<file path="config.mk">
export PLATFORM = sky130hd
export DESIGN_NAME = nasti_stream_arbiter_flat
export DESIGN_NICKNAME = d
export VERILOG_FILES = /design/src/rtl/nasti_stream_arbiter_if.sv /design/src/rtl/nasti_stream_arbiter.sv /design/src/flat_wrapper.sv
export SDC_FILE = /design/constraint.sdc
export NUM_CORES = 1
export LEC_CHECK = 0
export CORE_AREA = 2 2 304 306
export DETAILED_ROUTE_END_ITERATION = 7
export DIE_AREA = 0 0 306 308
export PLACE_DENSITY_LB_ADDON = 0.2
export SLEW_MARGIN = 20
export SYNTH_ARGS = -nofsm -noshare
export SYNTH_HDL_FRONTEND = slang
export SYNTH_SLANG_ARGS = --single-unit
</file>
<file path="constraint.sdc">
create_clock -name aclk -period 6.29 [get_ports aclk]
set_clock_uncertainty 0.15 [all_clocks]
set_input_delay 0.629 -clock aclk [delete_from_list [all_inputs] [get_ports aclk]]
set_output_delay 0.629 -clock aclk [all_outputs]
set_load 0.02 [all_outputs]
</file>
<file path="src/rtl/nasti_stream_arbiter_if.sv">
// NASTI-stream arbiter bus bundle: N_PORT packed input streams plus one
// output stream. The master modport is the environment side (sources feeding
// the inputs and the sink consuming the output). The slave modport is the
// arbiter side.
interface nasti_stream_arbiter_if #(
  parameter int N_PORT     = 8,
  parameter int DATA_WIDTH = 64,
  parameter int ID_WIDTH   = 1,
  parameter int DEST_WIDTH = 1,
  parameter int USER_WIDTH = 1
);
  logic [N_PORT-1:0]                     s_valid;
  logic [N_PORT-1:0]                     s_ready;
  logic [N_PORT-1:0][DATA_WIDTH-1:0]     s_data;
  logic [N_PORT-1:0][DATA_WIDTH/8-1:0]   s_strb;
  logic [N_PORT-1:0][DATA_WIDTH/8-1:0]   s_keep;
  logic [N_PORT-1:0]                     s_last;
  logic [N_PORT-1:0][ID_WIDTH-1:0]       s_id;
  logic [N_PORT-1:0][DEST_WIDTH-1:0]     s_dest;
  logic [N_PORT-1:0][USER_WIDTH-1:0]     s_user;

  logic                                  m_valid;
  logic                                  m_ready;
  logic [DATA_WIDTH-1:0]                 m_data;
  logic [DATA_WIDTH/8-1:0]               m_strb;
  logic [DATA_WIDTH/8-1:0]               m_keep;
  logic                                  m_last;
  logic [ID_WIDTH-1:0]                   m_id;
  logic [DEST_WIDTH-1:0]                 m_dest;
  logic [USER_WIDTH-1:0]                 m_user;

  modport master (
    output s_valid, s_data, s_strb, s_keep, s_last, s_id, s_dest, s_user, m_ready,
    input  s_ready, m_valid, m_data, m_strb, m_keep, m_last, m_id, m_dest, m_user
  );

  modport slave (
    input  s_valid, s_data, s_strb, s_keep, s_last, s_id, s_dest, s_user, m_ready,
    output s_ready, m_valid, m_data, m_strb, m_keep, m_last, m_id, m_dest, m_user
  );
endinterface

</file>
<file path="src/rtl/nasti_stream_arbiter.sv">
// Packet-granular round-robin arbiter for one NASTI-stream crossbar output.
// A grant is issued from IDLE (one bubble per packet) and is held until the
// t_last beat is accepted. After that, rr_ptr moves to the finished port.
// Optional macro NASTI_STREAM_ARB_STALL_DET_EN adds a mid-packet idle counter
// and a sticky stall_err output.

// Per-lane request qualification and ready steering.
module nasti_stream_arb_lane #(
  parameter int DEST_WIDTH = 1,
  parameter int DEST_ID    = 0
) (
  input  logic                  s_valid,
  input  logic [DEST_WIDTH-1:0] s_dest,
  input  logic                  granted,
  input  logic                  busy,
  input  logic                  m_ready,
  output logic                  req,
  output logic                  s_ready
);
  assign req     = s_valid && (s_dest == DEST_WIDTH'(DEST_ID));
  assign s_ready = busy && granted && m_ready;
endmodule

module nasti_stream_arbiter #(
  parameter  int N_PORT      = 8,
  parameter  int DATA_WIDTH  = 64,
  parameter  int ID_WIDTH    = 1,
  parameter  int DEST_WIDTH  = 1,
  parameter  int USER_WIDTH  = 1,
  parameter  int DEST_ID     = 0,
  parameter  int STALL_LIMIT = 255,
  localparam int IDX_W       = $clog2(N_PORT)
) (
  input  logic                 aclk,
  input  logic                 aresetn,
  nasti_stream_arbiter_if.slave bus,
  output logic [IDX_W-1:0]     grant_idx,
`ifdef NASTI_STREAM_ARB_STALL_DET_EN
  output logic                 stall_err,
`endif
  output logic                 busy
);
  typedef enum logic {IDLE, BUSY} state_e;

  state_e              state_q, state_d;
  logic [IDX_W-1:0]    grant_q, grant_d;
  logic [IDX_W-1:0]    rr_q, rr_d;
  logic [IDX_W-1:0]    pick;
  logic                found;
  logic [N_PORT-1:0]   req;
  logic                g_valid;
  logic                xfer;

  assign busy      = (state_q == BUSY);
  assign grant_idx = grant_q;
  assign g_valid   = bus.s_valid[grant_q];
  assign xfer      = busy && g_valid && bus.m_ready;

  for (genvar i = 0; i < N_PORT; i++) begin : g_lane
    nasti_stream_arb_lane #(
      .DEST_WIDTH(DEST_WIDTH),
      .DEST_ID   (DEST_ID)
    ) u_lane (
      .s_valid(bus.s_valid[i]),
      .s_dest (bus.s_dest[i]),
      .granted(grant_q == IDX_W'(i)),
      .busy   (busy),
      .m_ready(bus.m_ready),
      .req    (req[i]),
      .s_ready(bus.s_ready[i])
    );
  end

  // Output is a straight copy of the granted lane. m_valid depends only on
  // state and s_valid, never on m_ready.
  assign bus.m_valid = busy && g_valid;
  assign bus.m_data  = bus.s_data[grant_q];
  assign bus.m_strb  = bus.s_strb[grant_q];
  assign bus.m_keep  = bus.s_keep[grant_q];
  assign bus.m_last  = bus.s_last[grant_q];
  assign bus.m_id    = bus.s_id[grant_q];
  assign bus.m_dest  = bus.s_dest[grant_q];
  assign bus.m_user  = bus.s_user[grant_q];

  // Round-robin search: first request after rr_ptr, wrapping modulo N_PORT.
  always_comb begin
    pick  = rr_q;
    found = 1'b0;
    for (int k = 1; k <= N_PORT; k++) begin
      if (!found && req[(int'(rr_q) + k) % N_PORT]) begin
        found = 1'b1;
        pick  = IDX_W'((int'(rr_q) + k) % N_PORT);
      end
    end
  end

  // Next-state: grant from IDLE, release on an accepted t_last beat.
  always_comb begin
    state_d = state_q;
    grant_d = grant_q;
    rr_d    = rr_q;
    case (state_q)
      IDLE: begin
        if (found) begin
          state_d = BUSY;
          grant_d = pick;
        end
      end
      BUSY: begin
        if (xfer && bus.s_last[grant_q]) begin
          state_d = IDLE;
          rr_d    = grant_q;
        end
      end
      default: state_d = IDLE;
    endcase
  end

  // State register; reset gives port 0 first priority.
  always_ff @(posedge aclk or negedge aresetn) begin
    if (!aresetn) begin
      state_q <= IDLE;
      grant_q <= '0;
      rr_q    <= IDX_W'(N_PORT - 1);
    end else begin
      state_q <= state_d;
      grant_q <= grant_d;
      rr_q    <= rr_d;
    end
  end

`ifdef NASTI_STREAM_ARB_STALL_DET_EN
  localparam int CW = ($clog2(STALL_LIMIT + 1) > 8) ? $clog2(STALL_LIMIT + 1) : 8;

  logic [CW-1:0] cnt_q, cnt_d;
  logic          err_q, err_d;
  logic          stall_cyc;
  logic          stall_hit;

  // Count consecutive idle cycles of the granted source. The error is
  // flagged in the cycle that reaches the limit.
  always_comb begin
    stall_cyc = busy && !g_valid;
    stall_hit = stall_cyc && ((int'(cnt_q) + 1) >= STALL_LIMIT);
    cnt_d     = '0;
    if (stall_cyc) cnt_d = (cnt_q == '1) ? cnt_q : cnt_q + 1'b1;
    err_d     = err_q | stall_hit;
  end

  // Stall counter and sticky error flag.
  always_ff @(posedge aclk or negedge aresetn) begin
    if (!aresetn) begin
      cnt_q <= '0;
      err_q <= 1'b0;
    end else begin
      cnt_q <= cnt_d;
      err_q <= err_d;
    end
  end

  assign stall_err = err_q | stall_hit;
`endif
endmodule

</file>
<file path="src/flat_wrapper.sv">
// flat-port wrapper written by rule: the top's interface ports become plain ports
module nasti_stream_arbiter_flat 
#(
  parameter  int N_PORT      = 8,
  parameter  int DATA_WIDTH  = 64,
  parameter  int ID_WIDTH    = 1,
  parameter  int DEST_WIDTH  = 1,
  parameter  int USER_WIDTH  = 1,
  parameter  int DEST_ID     = 0,
  parameter  int STALL_LIMIT = 255,
  localparam int IDX_W       = $clog2(N_PORT)
)
  (aclk, aresetn, grant_idx, busy, bus_s_valid, bus_s_data, bus_s_strb, bus_s_keep, bus_s_last, bus_s_id, bus_s_dest, bus_s_user, bus_m_ready, bus_s_ready, bus_m_valid, bus_m_data, bus_m_strb, bus_m_keep, bus_m_last, bus_m_id, bus_m_dest, bus_m_user);
  nasti_stream_arbiter_if #(.N_PORT(N_PORT), .DATA_WIDTH(DATA_WIDTH), .ID_WIDTH(ID_WIDTH), .DEST_WIDTH(DEST_WIDTH), .USER_WIDTH(USER_WIDTH)) bus_i ();
  input  logic aclk;
  input  logic aresetn;
  output logic [IDX_W-1:0] grant_idx;
  output logic busy;
  input wire logic [$bits(bus_i.s_valid)-1:0] bus_s_valid;
  input wire logic [$bits(bus_i.s_data)-1:0] bus_s_data;
  input wire logic [$bits(bus_i.s_strb)-1:0] bus_s_strb;
  input wire logic [$bits(bus_i.s_keep)-1:0] bus_s_keep;
  input wire logic [$bits(bus_i.s_last)-1:0] bus_s_last;
  input wire logic [$bits(bus_i.s_id)-1:0] bus_s_id;
  input wire logic [$bits(bus_i.s_dest)-1:0] bus_s_dest;
  input wire logic [$bits(bus_i.s_user)-1:0] bus_s_user;
  input wire logic [$bits(bus_i.m_ready)-1:0] bus_m_ready;
  output wire logic [$bits(bus_i.s_ready)-1:0] bus_s_ready;
  output wire logic [$bits(bus_i.m_valid)-1:0] bus_m_valid;
  output wire logic [$bits(bus_i.m_data)-1:0] bus_m_data;
  output wire logic [$bits(bus_i.m_strb)-1:0] bus_m_strb;
  output wire logic [$bits(bus_i.m_keep)-1:0] bus_m_keep;
  output wire logic [$bits(bus_i.m_last)-1:0] bus_m_last;
  output wire logic [$bits(bus_i.m_id)-1:0] bus_m_id;
  output wire logic [$bits(bus_i.m_dest)-1:0] bus_m_dest;
  output wire logic [$bits(bus_i.m_user)-1:0] bus_m_user;
  assign bus_i.s_valid = bus_s_valid;
  assign bus_i.s_data = bus_s_data;
  assign bus_i.s_strb = bus_s_strb;
  assign bus_i.s_keep = bus_s_keep;
  assign bus_i.s_last = bus_s_last;
  assign bus_i.s_id = bus_s_id;
  assign bus_i.s_dest = bus_s_dest;
  assign bus_i.s_user = bus_s_user;
  assign bus_i.m_ready = bus_m_ready;
  assign bus_s_ready = bus_i.s_ready;
  assign bus_m_valid = bus_i.m_valid;
  assign bus_m_data = bus_i.m_data;
  assign bus_m_strb = bus_i.m_strb;
  assign bus_m_keep = bus_i.m_keep;
  assign bus_m_last = bus_i.m_last;
  assign bus_m_id = bus_i.m_id;
  assign bus_m_dest = bus_i.m_dest;
  assign bus_m_user = bus_i.m_user;
  nasti_stream_arbiter #(.N_PORT(N_PORT), .DATA_WIDTH(DATA_WIDTH), .ID_WIDTH(ID_WIDTH), .DEST_WIDTH(DEST_WIDTH), .USER_WIDTH(USER_WIDTH), .DEST_ID(DEST_ID), .STALL_LIMIT(STALL_LIMIT)) u_core (.aclk(aclk), .aresetn(aresetn), .bus(bus_i), .grant_idx(grant_idx), .busy(busy));
endmodule
</file>
== Yosys cells after proc, flatten, opt, wreduce, memory -nomap -nowiden ==
Index checks and enable logic that the tools add are counted.

* $add $sub $neg: 8
* Magnitude comparators: 9
* Eq/ne operators: 7
* Multiplexer cells: 59
* Bitwise operators: 17
* Reductions and logical operators: 52

{| class="wikitable"
|+ Operator list
! cell !! number
|-
| $bmux 64 s3 || 1
|-
| $mux 64 || 1
|-
| $bmux 8 s3 || 2
|-
| $lt 4x5->1 const B || 8
|-
| $bmux 1 s3 || 13
|-
| $logic_and 1x1->1 || 34
|-
| $mux 1 || 31
|-
| $mux 3 || 8
|-
| $reduce_or 3->1 || 8
|-
| $mux 8 || 2
|-
| $add 3x3->3 const B || 4
|-
| $eq 3x3->1 const B || 4
|-
| $not 1->1 || 9
|-
| $and 1x1->1 const A || 8
|-
| $logic_not 1->1 || 7
|-
| $add 3x1->3 const B || 2
|-
| $add 3x2->3 const B || 2
|-
| $eq 3x2->1 const B || 2
|-
| $lt 3x4->1 const B || 1
|-
| $reduce_and 2->1 || 2
|-
| $eq 3x1->1 const B || 1
|-
| $logic_not 3->1 || 1
|-
| $pmux 1 s2 || 1
|}

* Register bits: 7
* Input bits: 683
* Output and inout port bits: 97
* Logic and storage cells: 155

== Longest topological paths before layout ==
* Word-level depth: 30
* Mapped depth: 12
* Mapped depth without buffers: 9

== Cells and area by module ==
A second synthesis with hierarchy kept.

* Cells, all modules: 454
* Area, all modules: 6327.3 um^2

{| class="wikitable"
|+ Modules (own cells, without submodules)
! module !! instances !! cells an instance !! area an instance (um^2) !! seq. area each (um^2)
|-
| nasti_stream_arbiter || 1 || 438 || 6227.2 || 178.9
|-
| nasti_stream_arb_lane || 8 || 2 || 12.5 || 0.0
|}

== Least setup slack after synthesis ==
No wires, ideal clock.

* Path kind: register to register
* Start: register u_core.rr_q[1]
* End: register u_core.grant_q[1], in the netlist u_core.grant_idx[1]
* Library setup time: 130 ps
* Arrival: 2909 ps
* Required time: 6010 ps
* Setup slack: 3101 ps
* Stages on the path, launching flop included: 11
* Buffers on the path: 2
* Clock period less this slack: 3189 ps
* Cell sequence: dfstp_2 > clkbuf_1 > inv_1 > ha_1 > buf_4 > inv_1 > mux4_2 > nor4_4 > nand2_1 > o32ai_1 > a21oi_1

* Word-level cells in the longest chain between the ends: 27
* Elaborated cells on any way between the ends: 63
* Those cells by class: 8 x add/sub; 40 x mux; 15 x reduce/logical

{| class="wikitable"
|+ RTL lines
! element !! RTL line !! text
|-
| start, declared || nasti_stream_arbiter.sv:47 || <nowiki>logic [IDX_W-1:0] rr_q, rr_d;</nowiki>
|-
| start signal, assigned || nasti_stream_arbiter.sv:124 || <nowiki>rr_q <= IDX_W'(N_PORT - 1);</nowiki>
|-
| start signal, assigned || nasti_stream_arbiter.sv:128 || <nowiki>rr_q <= rr_d;</nowiki>
|-
| $add 3x1->3 || nasti_stream_arbiter.sv:90, nasti_stream_arbiter.sv:92 ||
|-
| $bmux 1 s3 || nasti_stream_arbiter.sv:90 || <nowiki>if (!found && req[(int'(rr_q) + k) % N_PORT]) begin</nowiki>
|-
| $mux 1 (not written as such) (2 in a row) || nasti_stream_arbiter.sv:90 ||
|-
| $mux 1 || nasti_stream_arbiter.sv:90 ||
|-
| $logic_not 1->1 || nasti_stream_arbiter.sv:90 ||
|-
| $logic_and 1x1->1 || nasti_stream_arbiter.sv:90 ||
|-
| $mux 1 || nasti_stream_arbiter.sv:90 ||
|-
| $logic_not 1->1 || nasti_stream_arbiter.sv:90 ||
|-
| [... 10 more ...] || n/a ||
|-
| $mux 1 || nasti_stream_arbiter.sv:90 ||
|-
| $logic_not 1->1 || nasti_stream_arbiter.sv:90 ||
|-
| $logic_and 1x1->1 || nasti_stream_arbiter.sv:90 ||
|-
| $mux 1 || nasti_stream_arbiter.sv:90 ||
|-
| $logic_not 1->1 || nasti_stream_arbiter.sv:90 ||
|-
| $logic_and 1x1->1 || nasti_stream_arbiter.sv:90 ||
|-
| $mux 1 || nasti_stream_arbiter.sv:90 ||
|-
| $reduce_and 2->1 (no source line) || n/a ||
|-
| end signal, assigned || nasti_stream_arbiter.sv:127 || <nowiki>grant_q <= grant_d;</nowiki>
|-
| end, declared || nasti_stream_arbiter.sv:46 || <nowiki>logic [IDX_W-1:0] grant_q, grant_d;</nowiki>
|}

Parallel ways exist; a longest one is shown, timed or not. The select of a mux whose other input is x is not followed.
A chain may end at the register's enable or synchronous reset.

== Worst setup path after layout ==
* Start: register u_core.grant_q[0], in the netlist u_core.grant_idx[0]
* End: output port bus_m_data[52]

* Word-level cells in the longest chain between the ends: 2

{| class="wikitable"
|+ RTL lines
! element !! RTL line !! text
|-
| $bmux 64 s3 || nasti_stream_arbiter.sv:77 || <nowiki>assign bus.m_data = bus.s_data[grant_q];</nowiki>
|-
| $mux 64 (not written as such) || nasti_stream_arbiter.sv:77 ||
|-
| end, declared || flat_wrapper.sv:30 || <nowiki>output wire logic [$bits(bus_i.m_data)-1:0] bus_m_data;</nowiki>
|}

No other way between the ends. The select of a mux whose other input is x is not followed.

==> reports/results.txt <==
Setup Buffers After CTS - 0
Initial Util - 7.20%
final core utilization - 17.3%
Synth Flop Type - dfrtp_1
sw power - 2.73 mW
pin count of the biggest net entering global routing - 104
synthesized cell area - 0.00655 mm^2
total grt overflow - 0
Synth-to-Final Area Change - 140%
unrepaired setup endpoints after global routing - no
Worst-path clk slew - 0.04 ns
CTS sink count - 7
Yosys reg bits - 7
Final Wtd Congestion - 0.893
Die Width - 306 um
sequential share of power - 5.7%
Ys Warns - 0
status - completed
IO Count - 780
CTS tree - done
Switching Share - 50.0%
drt via density - 3.54
Crit Path Category - reg -> out
maximum root-to-sink buffer count - 2
CTS H-tree lvls - 1
Num CTS Buffers - 3
max_slew headroom - 36.1%
Top cell by count, worst path - nand2_1
setup TNS - 0 ns
worst skew pair latency - 0.23 ns
Hold Startpoint - u_core.rr_q[2]
post-synth top area cell - mux4_2
Synth async-reset ratio - 100%
total track usage - 12.3%
library cells used by synthesis - 49
crit path cell chain - buf_4, mux4_2, nand2_1, nand2_1, clkdlybuf4s50_1
WL/cell - 24.1 um
CP Data Required Time - 5.51 ns
PwrDens - 348 mW/mm^2
Worst Tran Pin Value - 0.958 ns
worst r2r src - u_core.rr_q[0]
Yosys top cell area share - 63.6%
hold bufs inserted after CTS - 0
critical path peak fanout - 37
Synth area leaders - mux4_2 64%, nand2_1 15%, mux2i_1 2.4%
top cells by count, synth - 265 x nand2_1, 185 x mux4_2, 36 x clkbuf_1
number of synthesized flops with an enable pin - 0
crit start category - flip-flop
Avg Cell Area, Syn - 10.0 um^2
total number of vias - 9,060
DR iter-0 viols - 535
Clock power frac - 2.0%
pre-CTS setup slack - 2.45 ns
final max-slew violation count - 0
# resized after CTS - 0
Pleak - 5.46 nW
Worst Setup SP - u_core.grant_idx[0]
cell count after synthesis - 652
hpwl dp - 53,400 um
VDD IR-drop max - 0.197 mV
initial antenna violation count - 29
DRT Pass-1 Iters - 5
CP max stage cell - dfrtp_4
Max Freq - 0.253 GHz
worst hold path class - reg -> reg
Comb power frac - 92.3%
num rows - 111
Max-cap violations - 0
CP max stage delay - 0.90 ns
Total Wirelength - 61,700 um
count leader, synth - nand2_1
port buffer count - 779
Final min period - 3.95 ns
Die Height - 308 um
final-report hold violation count - 0
antenna-violating nets left - 0
vias in the first global route - 9,795
Mapped Nets - 1,337
period utilization - 62.8%
global-route wire length before repair - 81,800 um
internal power - 2.73 mW
crit end category - output pin
# DRC - 0
Die ar. - 0.0942 mm^2
root buffer cell - clkbuf_16
Placeable Area - 0.0910 mm^2
WP data arrival - 3.17 ns
slack of the critical path - 2.34 ns
# setup viols final - 0
post-synthesis sequential area ratio - 2.73%
Layout Nets - 2,055
fraction of layout cells with a size suffix above 1 - 15.5%
-- final timing paths --
check,endpoint,slack (ns),depth (start not counted)
max reg2reg,u_core.grant_idx[1],2.56,8
min,u_core.rr_q[2],0.51,2
min reg2reg,u_core.rr_q[2],0.51,2
max,bus_m_data[52],2.34,5
max in group asynchronous,u_core.rr_q[0],5.18,1
min in group asynchronous,u_core.busy,0.52,1
-- state kept, by name, indices dropped and copies added (netlist names) --
signal            cells
u_core.grant_idx      3
u_core.rr_q           3
u_core.busy           1
-- power by group through the flow --
| stage | clock, mW | sequential, mW | combinational [mW] |
|---|---|---|---|
| global route | 0.115 | 0.339 | 5.39 |
| detailed placement | 0 | 0.324 | 5.09 |
| CTS | 0.109 | 0.324 | 5.12 |
| finish | 0.107 | 0.311 | 5.04 |
| floorplan | 0 | 0.102 | 3.21 |
| global placement | 0 | 0.324 | 5.12 |
-- worst max-delay path, delay by kind of cell (launching register included) --
family / cells / cell delay, ns
buffers and inverters: 2 / 1.02
flip-flops: 1 / 0.90
multiplexers: 1 / 0.57
AND/OR/NAND/NOR: 2 / 0.43
-- stage by stage --
stage | power, mW | area [um^2] | hold WS [ns] | cells
after floorplan | 3.31 | 6550 | 0.183 | 652
after global placement | 5.44 | 15600 | 0.493 | 2551
after detailed placement | 5.41 | 15600 | 0.505 | 2551
after CTS | 5.55 | 15700 | 0.508 | 2555
after global routing | 5.84 | 15700 | 0.553 | 2558
final | 5.46 | 15700 | 0.509 | 2562
-- kinds of logic after synthesis --
family	after synthesis	share of synthesized area, %
simple gates	314	19.4
mux	204	66.6
buf+inv	83	6.07
compound gates	40	4.55
flops	7	2.73
xor+xnor	2	0.267
fa+ha+maj	2	0.382
-- cells in the final DEF (no fill, tap or decap), types with 2 or more instances in the layout --
cell type | Yosys | final
a211oi_1 | 2 | 2
a21o_1 | 2 | 2
a21oi_1 | 8 | 8
a221oi_1 | 3 | 3
a31oi_1 | 2 | 2
buf_12 | 0 | 4
buf_4 | 9 | 5
clkbuf_16 | 0 | 3
clkdlybuf4s50_1 | 0 | 779
dfrtp_4 | 0 | 3
dfstp_2 | 3 | 3
diode_2 | 0 | 7
ha_1 | 2 | 2
inv_1 | 5 | 5
mux2_2 | 2 | 2
mux2i_1 | 16 | 16
mux4_2 | 185 | 185
nand2_1 | 265 | 265
nand2b_1 | 10 | 10
nand3_1 | 8 | 8
nor2_1 | 15 | 15
nor2b_1 | 7 | 7
nor3_1 | 3 | 3
o211ai_1 | 2 | 2
o21ai_0 | 4 | 4
o21bai_1 | 2 | 2
o22ai_1 | 3 | 3
o31a_1 | 2 | 2
-- layout make-up --
type	count	area [um^2]
fill	10100	75300
sequential	7	190
multi-input combinational	562	5970
inverter	8	45.0
clock buffer	4	78.8
tap	1186	1480
antenna	7	17.5
timing repair buffer	788	7920
-- metal layers --
metal | part of all wire (%) | GRT usage, % | up-vias | routed length (um)
li1 | - | - | 3984 | -
met1 | 42 | 16.0 | 4541 | 25900
met2 | 49 | 21.0 | 471 | 30200
met3 | 7.5 | 3.14 | 48 | 4610
met4 | 1.3 | 1.74 | 16 | 824
met5 | 0.16 | 0 | - | 99
No activity file was read; power rests on OpenSTA's default activity.
